[config.mk]
export PLATFORM = sky130hd
export DESIGN_NAME = rx_ipv4_filter
export DESIGN_NICKNAME = d
export VERILOG_FILES = /design/src/rtl/rx_ipv4_filter.sv
export SDC_FILE = /design/constraint.sdc
export NUM_CORES = 1
export LEC_CHECK = 0
export ABC_AREA = 1
export ABC_CLOCK_PERIOD_IN_PS = 4900
export BUFFER_PORTS_ARGS = -buffer_cell sky130_fd_sc_hd__buf_2
export CAP_MARGIN = 25
export CELL_PAD_IN_SITES_DETAIL_PLACEMENT = 0
export CELL_PAD_IN_SITES_GLOBAL_PLACEMENT = 1
export CORE_ASPECT_RATIO = 1.25
export CORE_MARGIN = 4
export CORE_UTILIZATION = 40
export DETAILED_ROUTE_END_ITERATION = 7
export PLACE_DENSITY = 0.84
export SYNTH_ARGS = -nofsm -noshare
export SYNTH_HDL_FRONTEND = slang
export SYNTH_SLANG_ARGS = --single-unit
[constraint.sdc]
create_clock -name RX_CLK -period 4.9 [get_ports RX_CLK]
set_input_delay 0.98 -clock RX_CLK [delete_from_list [all_inputs] [get_ports RX_CLK]]
set_output_delay 0.98 -clock RX_CLK [all_outputs]
set_load 0.1 [all_outputs]
[src/rtl/rx_ipv4_filter.sv]
// IPv4 receive parser: header capture, checksum, dst/proto filter,
// padding trim and payload forwarding for the Vthernet RX path.
module rx_ipv4_filter #(
  parameter int             OCT        = 8,
  parameter logic [OCT-1:0] PROTO_0    = 8'h11,
  parameter logic [OCT-1:0] PROTO_1    = 8'h01,
  parameter bit             CHECK_CSUM = 1'b1,
  parameter bit             CHECK_DST  = 1'b1
) (
  input  logic             RX_CLK,
  input  logic             rst_n,
  input  logic             func_en,
  input  logic [OCT*4-1:0] ip_addr,
  input  logic             rx_ethernet_data_v,
  input  logic [OCT-1:0]   rx_ethernet_data,
  input  logic             rx_ethernet_irq,
  output logic [OCT*4-1:0] rx_src_ip,
  output logic [OCT*4-1:0] rx_dst_ip,
  output logic [3:0]       rx_header_len,
  output logic [OCT*2-1:0] rx_total_len,
  output logic [OCT-1:0]   rx_ttl,
  output logic [OCT-1:0]   rx_protocol,
  output logic [OCT*2-1:0] rx_checksum,
  output logic             rx_ipv4_data_v,
  output logic [OCT-1:0]   rx_ipv4_data,
  output logic             rx_ipv4_last,
  output logic             rx_hdr_ok,
  output logic             rx_hdr_drop,
  output logic [2:0]       rx_drop_reason,
  output logic             rx_ipv4_trunc,
  output logic             rx_ipv4_irq
);

  localparam int W2 = OCT * 2;

  typedef enum logic [1:0] {
    HDR,
    PAYLOAD,
    DRAIN
  } state_t;

  state_t          state;
  logic [5:0]      hdr_cnt;
  logic [W2-1:0]   pay_cnt;
  logic [W2-1:0]   acc;
  logic [OCT-1:0]  prev_byte;
  logic [3:0]      ver_q;

  logic [W2:0]      sum_raw;
  logic [W2-1:0]    sum_fold;
  logic [OCT*4-1:0] dst_now;
  logic             hdr_last;
  logic             pay_last;
  logic [W2-1:0]    hdr_bytes;
  logic [2:0]       reason;
  logic [2:0]       early_reason;

  // Checksum step, end-of-header and end-of-payload detection
  always_comb begin
    sum_raw   = {1'b0, acc} + {1'b0, prev_byte, rx_ethernet_data};
    sum_fold  = sum_raw[W2-1:0] + W2'(sum_raw[W2]);
    hdr_last  = (hdr_cnt == {rx_header_len - 4'd1, 2'b11});
    pay_last  = (pay_cnt == rx_total_len - W2'(1));
    hdr_bytes = W2'({rx_header_len, 2'b00});
    dst_now   = rx_dst_ip;
    if (hdr_cnt == 6'd19)
      dst_now = {rx_dst_ip[OCT*3-1:0], rx_ethernet_data};
  end

  // Accept/reject code at the last header byte; lowest failing code wins
  always_comb begin
    reason = 3'd0;
    if (ver_q != 4'd4)
      reason = 3'd1;
    else if (rx_header_len < 4'd5)
      reason = 3'd2;
    else if (CHECK_CSUM && sum_fold != '1)
      reason = 3'd3;
    else if (CHECK_DST && dst_now != ip_addr && dst_now != '1)
      reason = 3'd4;
    else if (rx_protocol != PROTO_0 && rx_protocol != PROTO_1)
      reason = 3'd5;
    else if (rx_total_len <= hdr_bytes)
      reason = 3'd6;
  end

  // Version/IHL sanity on byte 0
  always_comb begin
    early_reason = 3'd0;
    if (rx_ethernet_data[7:4] != 4'd4)
      early_reason = 3'd1;
    else if (rx_ethernet_data[3:0] < 4'd5)
      early_reason = 3'd2;
  end

  // Parser state, field capture and registered outputs
  always_ff @(posedge RX_CLK) begin
    if (!rst_n) begin
      state          <= HDR;
      hdr_cnt        <= '0;
      pay_cnt        <= '0;
      acc            <= '0;
      prev_byte      <= '0;
      ver_q          <= '0;
      rx_src_ip      <= '0;
      rx_dst_ip      <= '0;
      rx_header_len  <= '0;
      rx_total_len   <= '0;
      rx_ttl         <= '0;
      rx_protocol    <= '0;
      rx_checksum    <= '0;
      rx_ipv4_data_v <= 1'b0;
      rx_ipv4_data   <= '0;
      rx_ipv4_last   <= 1'b0;
      rx_hdr_ok      <= 1'b0;
      rx_hdr_drop    <= 1'b0;
      rx_drop_reason <= '0;
      rx_ipv4_trunc  <= 1'b0;
      rx_ipv4_irq    <= 1'b0;
    end else begin
      rx_ipv4_data_v <= 1'b0;
      rx_ipv4_last   <= 1'b0;
      rx_hdr_ok      <= 1'b0;
      rx_hdr_drop    <= 1'b0;
      rx_ipv4_trunc  <= 1'b0;
      rx_ipv4_irq    <= 1'b0;
      if (func_en) begin
        rx_ipv4_irq <= rx_ethernet_irq;
        if (rx_ethernet_data_v) begin
          unique case (state)
            HDR: begin
              hdr_cnt   <= hdr_cnt + 6'd1;
              prev_byte <= rx_ethernet_data;
              if (hdr_cnt[0])
                acc <= sum_fold;
              case (hdr_cnt)
                6'd0: begin
                  ver_q         <= rx_ethernet_data[7:4];
                  rx_header_len <= rx_ethernet_data[3:0];
                end
                6'd2, 6'd3:
                  rx_total_len <= {rx_total_len[OCT-1:0], rx_ethernet_data};
                6'd8:
                  rx_ttl <= rx_ethernet_data;
                6'd9:
                  rx_protocol <= rx_ethernet_data;
                6'd10, 6'd11:
                  rx_checksum <= {rx_checksum[OCT-1:0], rx_ethernet_data};
                6'd12, 6'd13, 6'd14, 6'd15:
                  rx_src_ip <= {rx_src_ip[OCT*3-1:0], rx_ethernet_data};
                6'd16, 6'd17, 6'd18, 6'd19:
                  rx_dst_ip <= {rx_dst_ip[OCT*3-1:0], rx_ethernet_data};
                default: ;
              endcase
              if (hdr_cnt == 6'd0) begin
                if (early_reason != 3'd0) begin
                  rx_hdr_drop    <= 1'b1;
                  rx_drop_reason <= early_reason;
                  state          <= DRAIN;
                end
              end else if (hdr_last) begin
                if (reason != 3'd0) begin
                  rx_hdr_drop    <= 1'b1;
                  rx_drop_reason <= reason;
                  state          <= DRAIN;
                end else begin
                  rx_hdr_ok <= 1'b1;
                  pay_cnt   <= hdr_bytes;
                  state     <= PAYLOAD;
                end
              end
            end
            PAYLOAD: begin
              rx_ipv4_data_v <= 1'b1;
              rx_ipv4_data   <= rx_ethernet_data;
              pay_cnt        <= pay_cnt + W2'(1);
              if (pay_last) begin
                rx_ipv4_last <= 1'b1;
                state        <= DRAIN;
              end
            end
            DRAIN: ;
            default: state <= HDR;
          endcase
        end
        if (rx_ethernet_irq) begin
          state   <= HDR;
          hdr_cnt <= '0;
          pay_cnt <= '0;
          acc     <= '0;
          if (state == PAYLOAD && !(rx_ethernet_data_v && pay_last))
            rx_ipv4_trunc <= 1'b1;
        end
      end
    end
  end

endmodule

### After elaboration in Yosys (flattened, before gate mapping)

Cells that the tools add are included.

| cells by class | value |
|---|---|
| equality and inequality tests | 33 |
| add/sub/neg operators | 6 |
| multiplexer cells | 42 |
| reductions and logical operators | 39 |
| order comparisons | 3 |
| bitwise operators | 5 |

Operators with widths:

| kind | count |
|---|---|
| 16-bit two-way mux | 9 |
| 6-bit by 4-bit == test with 1-bit output (second input constant) | 8 |
| 4-bit AND reduction | 10 |
| 32-bit two-way mux | 1 |
| 32-bit != test | 1 |
| 32-bit != test (second input constant) | 1 |
| 16-bit case mux with 2 select lines | 1 |
| 3-bit two-way mux | 10 |
| 6-bit by 5-bit == test with 1-bit output (second input constant) | 4 |
| 2-bit two-way mux | 9 |
| 6-bit two-way mux | 3 |
| 6-bit AND reduction | 3 |
| 16-bit by 16-bit adder with 17-bit output | 1 |
| 16-bit by 1-bit adder with 16-bit output | 1 |
| 16-bit by 1-bit adder with 16-bit output (second input constant) | 1 |
| 16-bit == test | 1 |
| 16-bit by 6-bit <= comparator with 1-bit output | 1 |
| 16-bit != test (second input constant) | 1 |
| 16-bit by 1-bit subtractor with 16-bit output (second input constant) | 1 |
| 3-bit AND reduction | 5 |
| 6-bit by 2-bit == test with 1-bit output (second input constant) | 2 |
| 3-bit != test (second input constant) | 4 |
| 2-bit nonzero test | 5 |
| 3-bit nonzero test | 3 |
| other kinds (23) | 42 |

| word-level totals | value |
|---|---|
| output and inout bits | 133 |
| register bits after elaboration | 185 |
| bits of input ports | 45 |

### Logic depth before layout (Yosys ltp)

| depth | value |
|---|---|
| depth after elaboration | 15 |
| gate-level depth with buffers | 32 |
| gate-level depth less buffers | 31 |

### Worst setup path after synthesis

OpenSTA, ideal clock, no wires.

| timing path | value |
|---|---|
| kind | in2reg |
| start point | input port rx_ethernet_data[0] |
| end point | register pay_cnt[11] |
| stages on the path | 32 |
| arrival | 4.259 ns |
| required time | 4.785 ns |
| path slack | 0.526 ns |
| path buffers | 1 |
| library setup time | 0.115 ns |
| path through | ha_1 -> inv_1 -> fa_1 -> inv_1 -> nand2_1 -> nand2_1 -> nand3_2 -> nand2_2 -> nand3_1 -> nand2_1 -> a21oi_1 -> o21bai_1 -> ha_1 -> ha_1 -> nand3_1 -> inv_1 -> nand3_1 -> nor2_1 -> nand2_1 -> nor2_2 -> nand2_1 -> nand2_1 -> nand2_1 -> nor2_1 -> nand3_1 -> nor2_2 -> nand4_2 -> nand2_4 -> buf_6 -> nand3_1 -> nand2_1 -> nor2_1 |

| on the way | value |
|---|---|
| word-level cells in the longest chain between the ends | 10 |
| elaborated cells between the ends (all ways) | 14 |
| classes of those cells | add/sub: 2; eq/ne: 4; mux: 5; reduce/logical: 3 |

RTL lines:

| item | RTL line | RTL |
|---|---|---|
| start, declared | 15 | `input logic [OCT-1:0] rx_ethernet_data,` |
| parallel branches: the longest is 4 deep, another holds 16-bit by 16-bit adder with 17-bit output | n/a |  |
| 3-bit two-way mux (*) | 77 | `else if (CHECK_CSUM && sum_fold != '1)` |
| 3-bit two-way mux (*) | 75 | `else if (rx_header_len < 4'd5)` |
| 3-bit two-way mux (*) | 73 | `if (ver_q != 4'd4)` |
| 3-bit nonzero test (*) | 162 | `if (reason != 3'd0) begin` |
| 3-bit != test (no source line) (*) | n/a |  |
| 6-bit AND reduction (no source line) (*) | n/a |  |
| end signal, assigned | 168 | `pay_cnt <= hdr_bytes;` |
| end signal, assigned | 176 | `pay_cnt <= pay_cnt + W2'(1);` |
| end, declared | 44 | `logic [W2-1:0] pay_cnt;` |

Every way passes the cells marked *.
A chain may end at the register's enable or synchronous reset.

### Final worst setup path

| timing path | value |
|---|---|
| start point | input port rx_ethernet_data[0] |
| end point | register pay_cnt[4] |

The elaborated chain is that of the path after synthesis.

==> results.yml <==
place:
  routabilityCongestion: 0.958
  dp.cells: 2117
  post-place-ws_ns: -0.160
  numPortBuffers: 177
  dpl.hpwl_um: 24700
  dpl_cell_area_um2: 12100
yosys:
  yosysTopAreaCell: "dfxtp_1"
  yosys-top-cells-count: "nand2_1 (354), inv_1 (223), dfxtp_1 (185)"
  synth-edff-count: 0
  synthArstFlopShare_pct: 0
  synth_most_common_cell: "nand2_1"
  syn-num-nets: 1697
  syn_inst: 1622
  ys_seq_area_share_pct: 34.5
  ys.flop_type: "dfxtp_1"
  postSynthAreaPerCell_um2: 6.62
  syn-cell-area_um2: 10700
  ys.warnings.count: 0
  synth_cell_types: 50
  synth_top_area_share_pct: 34.5
  synth_area_leaders: "dfxtp_1 (35%), nand2_1 (12%), inv_1 (7.8%)"
  synth-seq-cells: 185
final_layout:
  fin_cells: 2149
  final_area_um2: 12700
  n_antenna_cell: 0
  area_growth_pct: 18.5
  layout.nets: 1871
  utilization_pct: 48.4
  drive_above_1_share_pct: 16.5
drt:
  drt_iter0_markers: 585
  vias: 10981
  routedWlPerCell_um: 15.4
  drt_wl_total_um: 33200
  drc_errors: 0
  via_per_inst: 5.11
  ant_nets: 0
  drt_pass1_iterations: 6
sta:
  min_period_ns: 4.55
  worst_pin_slew_ns: 1.01
  max_slew_margin_pct: 32.6
  setup_viol: 0
  skew_ns: 0.0133
  max_freq_ghz: 0.220
  maxSlewViolCount: 0
  period_share_pct: 92.8
  setup_ws_ns: 0.353
  final.setup.tns_ns: 0
  rsz0062_at_grt: "true"
  final_hold_viol_count: 0
setup_path:
  cp_max_fo: 20
  worstPathRequired_ns: 5.23
  max_stage_delay_ns: 0.38
  reg2reg_setup_slack_ns: 0.71
  startpoint: "rx_ethernet_data[0]"
  path_class: "input pin to flop"
  cpMostUsedCell: "nand2_1"
  arrival_ns: 4.88
  endpoint_kind: "flop"
  critPathLaunchType: "input pin"
  worstReg2RegStart: "acc[0]$_SDFFE_PN0P_"
  slowest_stage: "fa_1"
clocking:
  cts_tree: "built"
  ctsResizeCount: 0
  cts-root-buf: "clkbuf_16"
  numClockSinks: 185
  clk_pin_slew_ns: 0.07
  insertion_delay_ns: 0.44
  cts.path.max_buffers: 2
  ctsHoldBuffers: 0
  cts_inserted_buffers: 17
  post-cts-setup-buffer-count: 0
  cts_max_level: 4
pwr:
  vdd_drop_max_mv: 0.243
  power_leakage_nw: 6.00
  p_per_area_nw_per_um2: 264
floorplan:
  core-area_um2: 26300
  die_h_um: 191
  dieArea_um2: 29500
  ios: 178
  placementRows: 66
  die_x_um: 155
  start_util_pct: 40.9
global_route:
  antenna_found_initial: 0
  grt_pass1_wl_um: 52900
  grt_pass1_vias: 10108
  gr-total-overflow: 0
  grt_max_degree: 95
  globalRouteTotalUtil_pct: 22.1
run:
  drv_cap: 0
status:
  status: "finished, final reports clean"
worst_hold_path:
  hold_path.class: "flop to flop"
  min-delay-start: "rx_src_ip[29]$_SDFFE_PN0P_"
-- state kept, by name (all words and copies together), names as in the netlist, 3 cells and up --
signal,count
rx_src_ip,32
rx_ipv4_data,8
pay_cnt,16
hdr_cnt,6
rx_total_len,16
rx_dst_ip,32
rx_checksum,16
prev_byte,8
ver_q,4
rx_ttl,8
rx_header_len,4
acc,16
rx_protocol,8
rx_drop_reason,3
-- routing by layer --
layer	vias up	share of wire [%]	global-route usage, %
li1	5694	-	-
met1	4990	44	27.7
met2	240	48	38.2
met3	57	3.9	3.19
met4	0	3.7	9.24
met5	-	0	0
-- layout by cell type, fill, tap and decap left out, types with 7 or more instances in the layout --
master and instances:
xnor2_1 12, a21oi_1 122, nor3_1 18, o21ai_0 91, inv_1 223, dfxtp_1 185, nor2_2 8, buf_2 176
nor2_1 176, nand4_1 18, nand3_2 8, xor2_1 17, nand3b_1 22, o211ai_1 7, buf_4 37, a211oi_1 64
o22ai_1 16, nand2_1 354, clkbuf_16 17, nand3_1 125, ha_1 28
-- critical path, delay by kind of cell --
kind	cells	cell delay, ns
AO/OA/AOI/OAI	2	0.21
adder cells (fa/ha/maj)	4	0.93
buffers and inverters	5	0.53
AND/OR/NAND/NOR	22	2.22
-- worst paths after layout --
kind | cells past startpoint | endpoint
worst min register to register | 2 | rx_src_ip[29]$_SDFFE_PN0P_
worst min-delay path | 2 | rx_src_ip[29]$_SDFFE_PN0P_
worst max register to register | 32 | pay_cnt[4]$_SDFFE_PN0P_
worst max-delay path | 33 | pay_cnt[4]$_SDFFE_PN0P_
-- area by class of cell --
class                           count  area [µm²]
Sequential cell                   185        3700
Inverter                          231         867
Clock buffer                       18         439
Multi-Input combinational cell   1145        5910
Clock inverter                     14         176
Fill cell                        2758       13500
Timing Repair Buffer              216        1200
Tap cell                          340         425
-- metrics by stage --
stage / power (mW) / hold WS (ns)
floorplan: 1.83 / 0.431
global placement: 1.95 / 0.443
detailed placement: 1.95 / 0.445
CTS: 3.40 / 0.460
global route: 3.49 / 0.478
finish: 3.36 / 0.457
-- report_power, final --
| group | switching, mW | total [mW] | leakage [nW] | internal, mW |
|---|---|---|---|---|
| clock | 0.695 | 1.44 | 0.302 | 0.749 |
| combinational | 0.255 | 0.372 | 4.21 | 0.116 |
| sequential | 0.0227 | 1.55 | 1.50 | 1.52 |
| total | 0.973 | 3.36 | 6.00 | 2.39 |
-- cells by family after synthesis --
family,Yosys count,share of synthesized area [%]
XOR/XNOR,29,2.37
AND/OR/NAND/NOR,761,30.9
buffers and inverters,292,11.0
flip-flops,185,34.5
AO/OA/AOI/OAI,325,17.6
adder cells (fa/ha/maj),30,3.57
No activity file was read; power rests on OpenSTA's default activity.
